## src/rtl/hazard_control_unit.sv

```systemverilog
// hazard_control_unit
//   Pipeline hazard controller. It detects load-use hazards and inserts a
//   single bubble for them, squashes the front of the pipe on a taken
//   branch/jump, and freezes the whole pipe while data memory is busy.
//   It also keeps saturating counts of stall and flush events.
//
// Ports
//   clk                   pipeline clock, rising edge
//   arst                  asynchronous active-high reset
//   mem_read_ID_EXE       ID/EXE instruction is a load
//   regfile_waddr_ID_EXE  destination register of the ID/EXE instruction
//   instruction_IF_ID_Rs  Rs field of the IF/ID instruction
//   instruction_IF_ID_Rt  Rt field of the IF/ID instruction
//   pc_src_EXE_MEM        branch/jump taken, resolved in EXE/MEM
//   dmem_wait             data memory not ready
//   cnt_clear             synchronous clear of both counters
//   pc_write              PC write enable
//   if_id_write           IF/ID write enable
//   id_exe_bubble         zero the control bits entering ID/EXE
//   if_id_flush           squash IF/ID
//   id_exe_flush          squash ID/EXE
//   exe_mem_flush         squash EXE/MEM
//   pipe_freeze           hold ID/EXE, EXE/MEM and MEM/WB
//   hazard_state          00 RUN, 01 STALL, 10 FREEZE
//   stall_count           saturating count of bubble/freeze cycles
//   flush_count           saturating count of flush cycles
module hazard_control_unit #(
    parameter int CNT_W = 16
) (
    input  logic             clk,
    input  logic             arst,
    input  logic             mem_read_ID_EXE,
    input  logic [4:0]       regfile_waddr_ID_EXE,
    input  logic [4:0]       instruction_IF_ID_Rs,
    input  logic [4:0]       instruction_IF_ID_Rt,
    input  logic             pc_src_EXE_MEM,
    input  logic             dmem_wait,
    input  logic             cnt_clear,
    output logic             pc_write,
    output logic             if_id_write,
    output logic             id_exe_bubble,
    output logic             if_id_flush,
    output logic             id_exe_flush,
    output logic             exe_mem_flush,
    output logic             pipe_freeze,
    output logic [1:0]       hazard_state,
    output logic [CNT_W-1:0] stall_count,
    output logic [CNT_W-1:0] flush_count
);

    typedef enum logic [1:0] {
        RUN    = 2'b00,
        STALL  = 2'b01,
        FREEZE = 2'b10
    } state_t;

    localparam logic [CNT_W-1:0] CNT_MAX = '1;

    state_t state, state_nxt;
    logic   load_use;
    logic   lu_stall;

    // r0 is hard-wired to zero, so a load targeting it never creates a hazard.
    assign load_use = mem_read_ID_EXE
                   && (regfile_waddr_ID_EXE != 5'd0)
                   && ((regfile_waddr_ID_EXE == instruction_IF_ID_Rs)
                    || (regfile_waddr_ID_EXE == instruction_IF_ID_Rt));

    // Only stall from RUN: the cycle after a stall the same load has moved on,
    // so a repeated match in STALL must not stall the instruction twice.
    assign lu_stall = load_use && (state == RUN)
                   && !dmem_wait && !pc_src_EXE_MEM;

    always_ff @(posedge clk or posedge arst) begin
        if (arst) begin
            state <= RUN;
        end else begin
            state <= state_nxt;
        end
    end

    always_comb begin
        state_nxt = state;
        if (dmem_wait) begin
            state_nxt = FREEZE;
        end else begin
            case (state)
                RUN:     state_nxt = lu_stall ? STALL : RUN;
                STALL:   state_nxt = RUN;
                FREEZE:  state_nxt = RUN;
                default: state_nxt = RUN;
            endcase
        end
    end

    always_comb begin
        pc_write      = 1'b1;
        if_id_write   = 1'b1;
        id_exe_bubble = 1'b0;
        if_id_flush   = 1'b0;
        id_exe_flush  = 1'b0;
        exe_mem_flush = 1'b0;
        pipe_freeze   = 1'b0;
        if (arst) begin
            pc_write    = 1'b0;
            if_id_write = 1'b0;
        end else if (dmem_wait) begin
            pc_write    = 1'b0;
            if_id_write = 1'b0;
            pipe_freeze = 1'b1;
        end else if (pc_src_EXE_MEM) begin
            if_id_flush   = 1'b1;
            id_exe_flush  = 1'b1;
            exe_mem_flush = 1'b1;
        end else if (lu_stall) begin
            pc_write      = 1'b0;
            if_id_write   = 1'b0;
            id_exe_bubble = 1'b1;
        end
    end

    assign hazard_state = state;

    always_ff @(posedge clk or posedge arst) begin
        if (arst) begin
            stall_count <= '0;
            flush_count <= '0;
        end else if (cnt_clear) begin
            stall_count <= '0;
            flush_count <= '0;
        end else begin
            if ((id_exe_bubble || pipe_freeze) && (stall_count != CNT_MAX)) begin
                stall_count <= stall_count + CNT_W'(1);
            end
            if (exe_mem_flush && (flush_count != CNT_MAX)) begin
                flush_count <= flush_count + CNT_W'(1);
            end
        end
    end

endmodule

```

## config.mk

```make
export PLATFORM = sky130hd
export DESIGN_NAME = hazard_control_unit
export DESIGN_NICKNAME = d
export VERILOG_FILES = /design/src/rtl/hazard_control_unit.sv
export SDC_FILE = /design/constraint.sdc
export NUM_CORES = 1
export LEC_CHECK = 0
export ABC_CLOCK_PERIOD_IN_PS = 6790
export BUFFER_PORTS_ARGS = -buffer_cell sky130_fd_sc_hd__buf_2
export CAP_MARGIN = 0
export CORE_UTILIZATION = 45
export DETAILED_ROUTE_END_ITERATION = 12
export PLACE_DENSITY = 0.72
export SLEW_MARGIN = 20
export SYNTH_ARGS = -nofsm -noshare
export SYNTH_HDL_FRONTEND = slang
export SYNTH_SLANG_ARGS = --single-unit
```

## constraint.sdc

```tcl
create_clock -name clk -period 6.79 [get_ports clk]
set_input_delay 0.3395 -clock clk [delete_from_list [all_inputs] [get_ports clk]]
set_output_delay 0.3395 -clock clk [all_outputs]
set_load 0.02 [all_outputs]
```

==> results of run 1 <==
logic make-up (layout without fill, tap and decap cells):
group	after synthesis	count (layout)
xor+xnor	25	25
simple gates	89	89
fa+ha+maj	2	2
compound gates	36	36
buf+inv	16	74
mux	3	3
flops	34	34
layout make-up:
class                           instances  area [um^2]  share of cell area
Tap cell                               50         62.6              0.0270
Timing Repair Buffer                   62          313               0.135
Multi-Input combinational cell        155          967               0.417
Clock buffer                            8          110              0.0475
Sequential cell                        34          851               0.367
Inverter                                4         15.0             0.00648
power groups by stage:
stage	registers (mW)	clock network, mW	logic [mW]
floorplan	0.211	0	0.0243
global placement	0.209	0	0.0389
detailed placement	0.209	0	0.0394
CTS	0.206	0.182	0.0395
global route	0.206	0.189	0.0432
finish	0.206	0.176	0.0388
worst paths after layout:
path / startpoint / end / slack [ps]
worst max-delay path: stall_count[0]$_DFFE_PP0P_ / stall_count[15]$_DFFE_PP0P_ / 4100
max in group asynchronous: arst / stall_count[1]$_DFFE_PP0P_ / 6280
min in group clk: dmem_wait / hazard_state[1]$_DFF_PP0_ / 210
worst min-delay path: arst / stall_count[14]$_DFFE_PP0P_ / 210
worst max register to register: stall_count[0]$_DFFE_PP0P_ / stall_count[15]$_DFFE_PP0P_ / 4100
worst min register to register: flush_count[15]$_DFFE_PP0P_ / flush_count[15]$_DFFE_PP0P_ / 570
synthesized netlist by cell type (3+ instances only):
library cell / n
or3_1: 10
nor2_1: 20
o31ai_1: 4
and4_1: 4
inv_1: 4
or4_1: 4
dfrtp_1: 34
and2_1: 5
xnor2_1: 13
a21oi_1: 14
buf_4: 3
clkbuf_1: 4
xor2_1: 12
nand4_1: 3
nand3_1: 14
nand2_1: 15
and3_1: 7
o21ai_1: 9
worst min-delay path, stage by stage:
cell,delay [ps]
buf_2,120
inv_1,70
buf_4,390
sequential cells by signal (all words and copies together), names as in the netlist:
| register | count |
|---|---|
| flush_count | 16 |
| hazard_state | 2 |
| stall_count | 16 |
metrics by stage:
| step | std cells | total power [mW] | setup slack, ps | utilization |
|---|---|---|---|---|
| 2_1_floorplan | 205 | 0.236 | 4510 | - |
| 3_3_place_gp | 305 | 0.248 | 4250 | 0.548 |
| 3_5_place_dp | 305 | 0.249 | 4130 | 0.548 |
| 4_1_cts | 313 | 0.427 | 4130 | 0.575 |
| 5_1_grt | 313 | 0.437 | 3900 | 0.575 |
| 6_report | 313 | 0.420 | 4100 | 0.575 |
layer usage:
layer / wire [um] / up-vias
met5: 0 / -
met4: 71 / 0
met3: 248 / 5
met2: 1960 / 42
met1: 1880 / 785
li1: - / 830
==> impl_metrics.env, run 1 <==
export IMPL_status="finished clean"
export IMPL_cts_tree="yes"
export IMPL_cp_arrival_ps=2850
export IMPL_power_net_switching_uw=99.4
export IMPL_synth_compound_area_share=0.117
export IMPL_io_pins=62
export IMPL_num_antenna_cells=0
export IMPL_ys_ff_latch=34
export IMPL_rsz0062_at_grt="no"
export IMPL_setup_viol=0
export IMPL_cts_buffers=5
export IMPL_clk_latency_ps=280
export IMPL_initial_core_util=0.471
export IMPL_overflow=0
export IMPL_slew_headroom=0.292
export IMPL_seqPwrFrac=0.489
export IMPL_critPathTopFamily="compound AO/OA/AOI/OAI gates"
export IMPL_place_area_um2=2210
export IMPL_worst_path_largest_cell_delay_ps=790
export IMPL_ant_nets=0
export IMPL_start_kind="register"
export IMPL_synth_area_leader_cell="dfrtp_1"
export IMPL_drtIter0Drc=79
export IMPL_grt_pass1_vias=1435
export IMPL_p_leak_nw=1.14
export IMPL_drive_gt1_frac=0.278
export IMPL_grt_pass1_wl_um=6400
export IMPL_hold_class="in -> async"
export IMPL_syn_nets=228
export IMPL_switching_share=0.236
export IMPL_critical_path_max_fanout=29
export IMPL_setup_tns_final_ps=0
export IMPL_cp_end_kind="register"
export IMPL_rows=23
export IMPL_final_area_um2=2320
export IMPL_drv_slew=0
export IMPL_p_int_uw=321
export IMPL_crit_slowest_cell="a21oi_2"
export IMPL_max_vdd_ir_drop_mv=0.109
export IMPL_die_h_um=67.0
export IMPL_timing_clock_skew_ps=3.19
export IMPL_gp_congestion=0.785
export IMPL_avgSynthCellArea_um2=9.26
export IMPL_synth_adder_area_share=0.0132
export IMPL_vias_per_cell=5.31
export IMPL_clock_sinks=34
export IMPL_first_pass_iters=4
export IMPL_synth_top_family_by_area="simple AND/OR/NAND/NOR gates"
export IMPL_clkTransAtPathRegs_ps=70
export IMPL_fin_crit_ps=2690
export IMPL_synth_xor_area_frac=0.115
export IMPL_hpwl_um=2970
export IMPL_grt_max_degree=36
export IMPL_io_buffer_count=61
export IMPL_synth_area_mux_share=0.0165
export IMPL_hold_ws_ps=208
export IMPL_finalCritPeriodShare=0.396
export IMPL_synthCells=205
export IMPL_post_cts_buffers=0
export IMPL_busiest_layer="met2"
export IMPL_drc=0
export IMPL_criticalPathCategory="reg -> reg"
export IMPL_synth_main_ff_cell="dfrtp_1"
export IMPL_cts_root_buf="clkbuf_8"
export IMPL_ctsLongestPathBuffers=2
export IMPL_drt_wl_total_um=4170
export IMPL_path_buf_inv=0
export IMPL_final_common_cell="buf_2"
export IMPL_yosys_area_share_simple=0.248
export IMPL_power_density_nw_per_um2=181
export IMPL_reg2regPathDepth=7
export IMPL_hold_viol=0
export IMPL_num_vias=1662
export IMPL_cts_htree_levels=2
export IMPL_netlist_area_um2=1900
export IMPL_drv_cap=0
export IMPL_wl_per_cell_um=13.3
export IMPL_area_growth_pct=22.1
export IMPL_nFillCells=369
export IMPL_core_um2=4030
export IMPL_post_cts_resized=0
export IMPL_synth_edff_count=0
export IMPL_tightest_slew_ps=1060
export IMPL_yosysSeqAreaShare=0.448
export IMPL_cts_hold_buf=0
export IMPL_dieArea_um2=4480
export IMPL_grt_use_met3=0.0651
export IMPL_grtUsageMet2=0.319
export IMPL_synth_top_area_frac=0.448
export IMPL_mostFrequentLayoutCells="buf_2, dfrtp_1, nor2_1"
export IMPL_synth_cell_types=37
export IMPL_grt_util_met1=0.228
export IMPL_path_cells="ha_1, and2_1, nand4_1, o211a_1, a21oi_2, nor4_1, mux2_1"
export IMPL_nets=285
export IMPL_track_usage=0.194
export IMPL_yosys_warnings=0
export IMPL_die_w_um=67.0
export IMPL_p_comb_frac=0.092
export IMPL_antenna_found_initial=0
export IMPL_ys_async_sr_fraction=1.00
export IMPL_path_depth=7
export IMPL_synth_area_leaders="dfrtp_1, xnor2_1, xor2_1"
export IMPL_required_ps=6960
export IMPL_p_clk_frac=0.419
export IMPL_max_freq_ghz=0.372
(Power assumes the default switching activity.)
==> run 2, diff against run 1 <==
--- a/config.mk
+++ b/config.mk
@@ -5,7 +5,7 @@
 export SDC_FILE = /design/constraint.sdc
 export NUM_CORES = 1
 export LEC_CHECK = 0
-export ABC_CLOCK_PERIOD_IN_PS = 6790
+export ABC_CLOCK_PERIOD_IN_PS = 2650
 export BUFFER_PORTS_ARGS = -buffer_cell sky130_fd_sc_hd__buf_2
 export CAP_MARGIN = 0
 export CORE_UTILIZATION = 45
==> constraint.sdc (replaced) <==
create_clock -name clk -period 2.65 [get_ports clk]
set_input_delay 0.1325 -clock clk [delete_from_list [all_inputs] [get_ports clk]]
set_output_delay 0.1325 -clock clk [all_outputs]
set_load 0.02 [all_outputs]
==> run 2 against run 1 <==
Core utilization increased by 0.59 points; final area up 1.0%; routed wire length about the same; clock power increased by 130%; via count up 3.2%; register-to-register slack worse by 3700 ps; largest cell class unchanged.
==> impl_metrics.env, run 2 (same netlist as run 1, synthesis figures left out) <==
export IMPL_num_antenna_cells=0
export IMPL_cts_tree="yes"
export IMPL_vias_per_cell=5.39
export IMPL_drive_gt1_frac=0.280
export IMPL_num_vias=1715
export IMPL_p_leak_nw=1.16
export IMPL_wl_per_cell_um=13.1
export IMPL_io_pins=62
export IMPL_critical_path_max_fanout=13
export IMPL_criticalPathCategory="in -> reg"
export IMPL_initial_core_util=0.471
export IMPL_grt_pass1_wl_um=6640
export IMPL_finalCritPeriodShare=0.898
export IMPL_cp_end_kind="register"
export IMPL_mostFrequentLayoutCells="buf_2, dfrtp_1, nor2_1"
export IMPL_crit_reg2reg_capture="stall_count[4]$_DFFE_PP0P_"
export IMPL_max_freq_ghz=0.420
export IMPL_grt_pass1_vias=1470
export IMPL_ctsLongestPathBuffers=2
export IMPL_timing_clock_skew_ps=6.17
export IMPL_hold_class="in -> reg"
export IMPL_power_density_nw_per_um2=440
export IMPL_required_ps=2860
export IMPL_drtIter0Drc=73
export IMPL_cts_root_buf="clkbuf_8"
export IMPL_cp_endpoint="stall_count[4]$_DFFE_PP0P_"
export IMPL_r2r_setup_slack_ps=370
export IMPL_area_growth_pct=23.3
export IMPL_track_usage=0.202
export IMPL_hold_viol=0
export IMPL_gp_congestion=0.821
export IMPL_drt_wl_total_um=4160
export IMPL_post_cts_resized=0
export IMPL_fin_crit_ps=2380
export IMPL_status="finished clean"
export IMPL_reg2regPathDepth=7
export IMPL_start_kind="input pin"
export IMPL_io_buffer_count=61
export IMPL_die_w_um=67.0
export IMPL_setup_tns_final_ps=0
export IMPL_reg2reg_from="hazard_state[1]$_DFF_PP0_"
export IMPL_drv_cap=0
export IMPL_ant_nets=0
export IMPL_nets=290
export IMPL_tightest_slew_ps=597
export IMPL_slew_headroom=0.602
export IMPL_overflow=0
export IMPL_clk_latency_ps=290
export IMPL_cp_startpoint="dmem_wait"
export IMPL_final_common_cell="buf_2"
export IMPL_rows=23
export IMPL_final_util=0.581
export IMPL_antenna_found_initial=0
export IMPL_hpwl_um=2970
export IMPL_clkTransAtPathRegs_ps=70
export IMPL_core_um2=4030
export IMPL_die_h_um=67.0
export IMPL_cp_arrival_ps=2590
export IMPL_grt_max_degree=36
export IMPL_drv_slew=0
export IMPL_drc=0
export IMPL_rsz0062_at_grt="no"
export IMPL_dieArea_um2=4480
export IMPL_cts_buffers=5
export IMPL_setup_viol=0
export IMPL_max_vdd_ir_drop_mv=0.241
export IMPL_clock_sinks=34
export IMPL_cts_htree_levels=2
export IMPL_first_pass_iters=4
## run 2: cell types whose count changed in the layout (fill, tap and decap cells not counted)
cell	previous run	this run
clkbuf_8	8	6
dlygate4sd3_1	0	2
buf_4	1	4
clkinv_2	0	1
clkbuf_1	0	1
## run 2: where the power goes
part,internal [mW],leakage (nW),switching [mW]
Combinational,0.0413,0.638,0.0626
Sequential,0.523,0.472,0.00413
Clock,0.210,0.0482,0.191
Total,0.774,1.16,0.258
## run 2: per-stage QoR
| step | setup slack (ps) | instances | hold WS (ps) | power, mW | instance area, um^2 |
|---|---|---|---|---|---|
| 2_1_floorplan | 375 | 205 | 164 | 0.603 | 1900 |
| 4_1_cts | 257 | 318 | 190 | 1.04 | 2340 |
| 6_report | 270 | 318 | 196 | 1.03 | 2340 |
| 3_5_place_dp | 363 | 308 | 300 | 0.640 | 2230 |
| 5_1_grt | 156 | 318 | 200 | 1.07 | 2340 |
| 3_3_place_gp | 433 | 308 | 297 | 0.638 | 2230 |
## run 2: layout make-up
type                       count  area [um^2]
inverter                       4         15.0
fill                         405         1690
timing repair buffer          67          355
multi-input combinational    155          967
sequential                    34          851
clock buffer                   7         86.3
tap                           50         62.6
clock inverter                 1         5.00
## run 2: worst max-delay path: stages
cell and delay (ps):
dlygate4sd3_1 530, buf_2 140, or4b_1 480, a211oi_2 260
o211a_1 200, a21oi_2 140, buf_4 210, or3_1 350
a21oi_1 150
## run 2: how the worst min path moves through the flow
stage / start / slack, ps / cells after the start / end
floorplan: dmem_wait / 160 / 0 / hazard_state[1]$_DFF_PP0_
global placement: dmem_wait / 300 / 1 / hazard_state[1]$_DFF_PP0_
detailed placement: dmem_wait / 300 / 1 / hazard_state[1]$_DFF_PP0_
CTS: pc_src_EXE_MEM / 190 / 3 / hazard_state[0]$_DFF_PP0_
global route: pc_src_EXE_MEM / 200 / 3 / hazard_state[0]$_DFF_PP0_
finish: pc_src_EXE_MEM / 200 / 3 / hazard_state[0]$_DFF_PP0_
## run 2: metal layers
metal | vias up | share of wire | GRT usage
li1 | 842 | - | -
met1 | 817 | 0.45 | 0.240
met2 | 50 | 0.47 | 0.327
met3 | 6 | 0.071 | 0.0702
met4 | 0 | 0.017 | 0.0904
met5 | - | 0 | 0
## run 2: what timing repair did
action | CTS | global route
setup endpoints to repair | 0 | 0
hold buffers | 2 | 0
buffers inserted | 0 | 0
hold endpoints to repair | 18 | 0
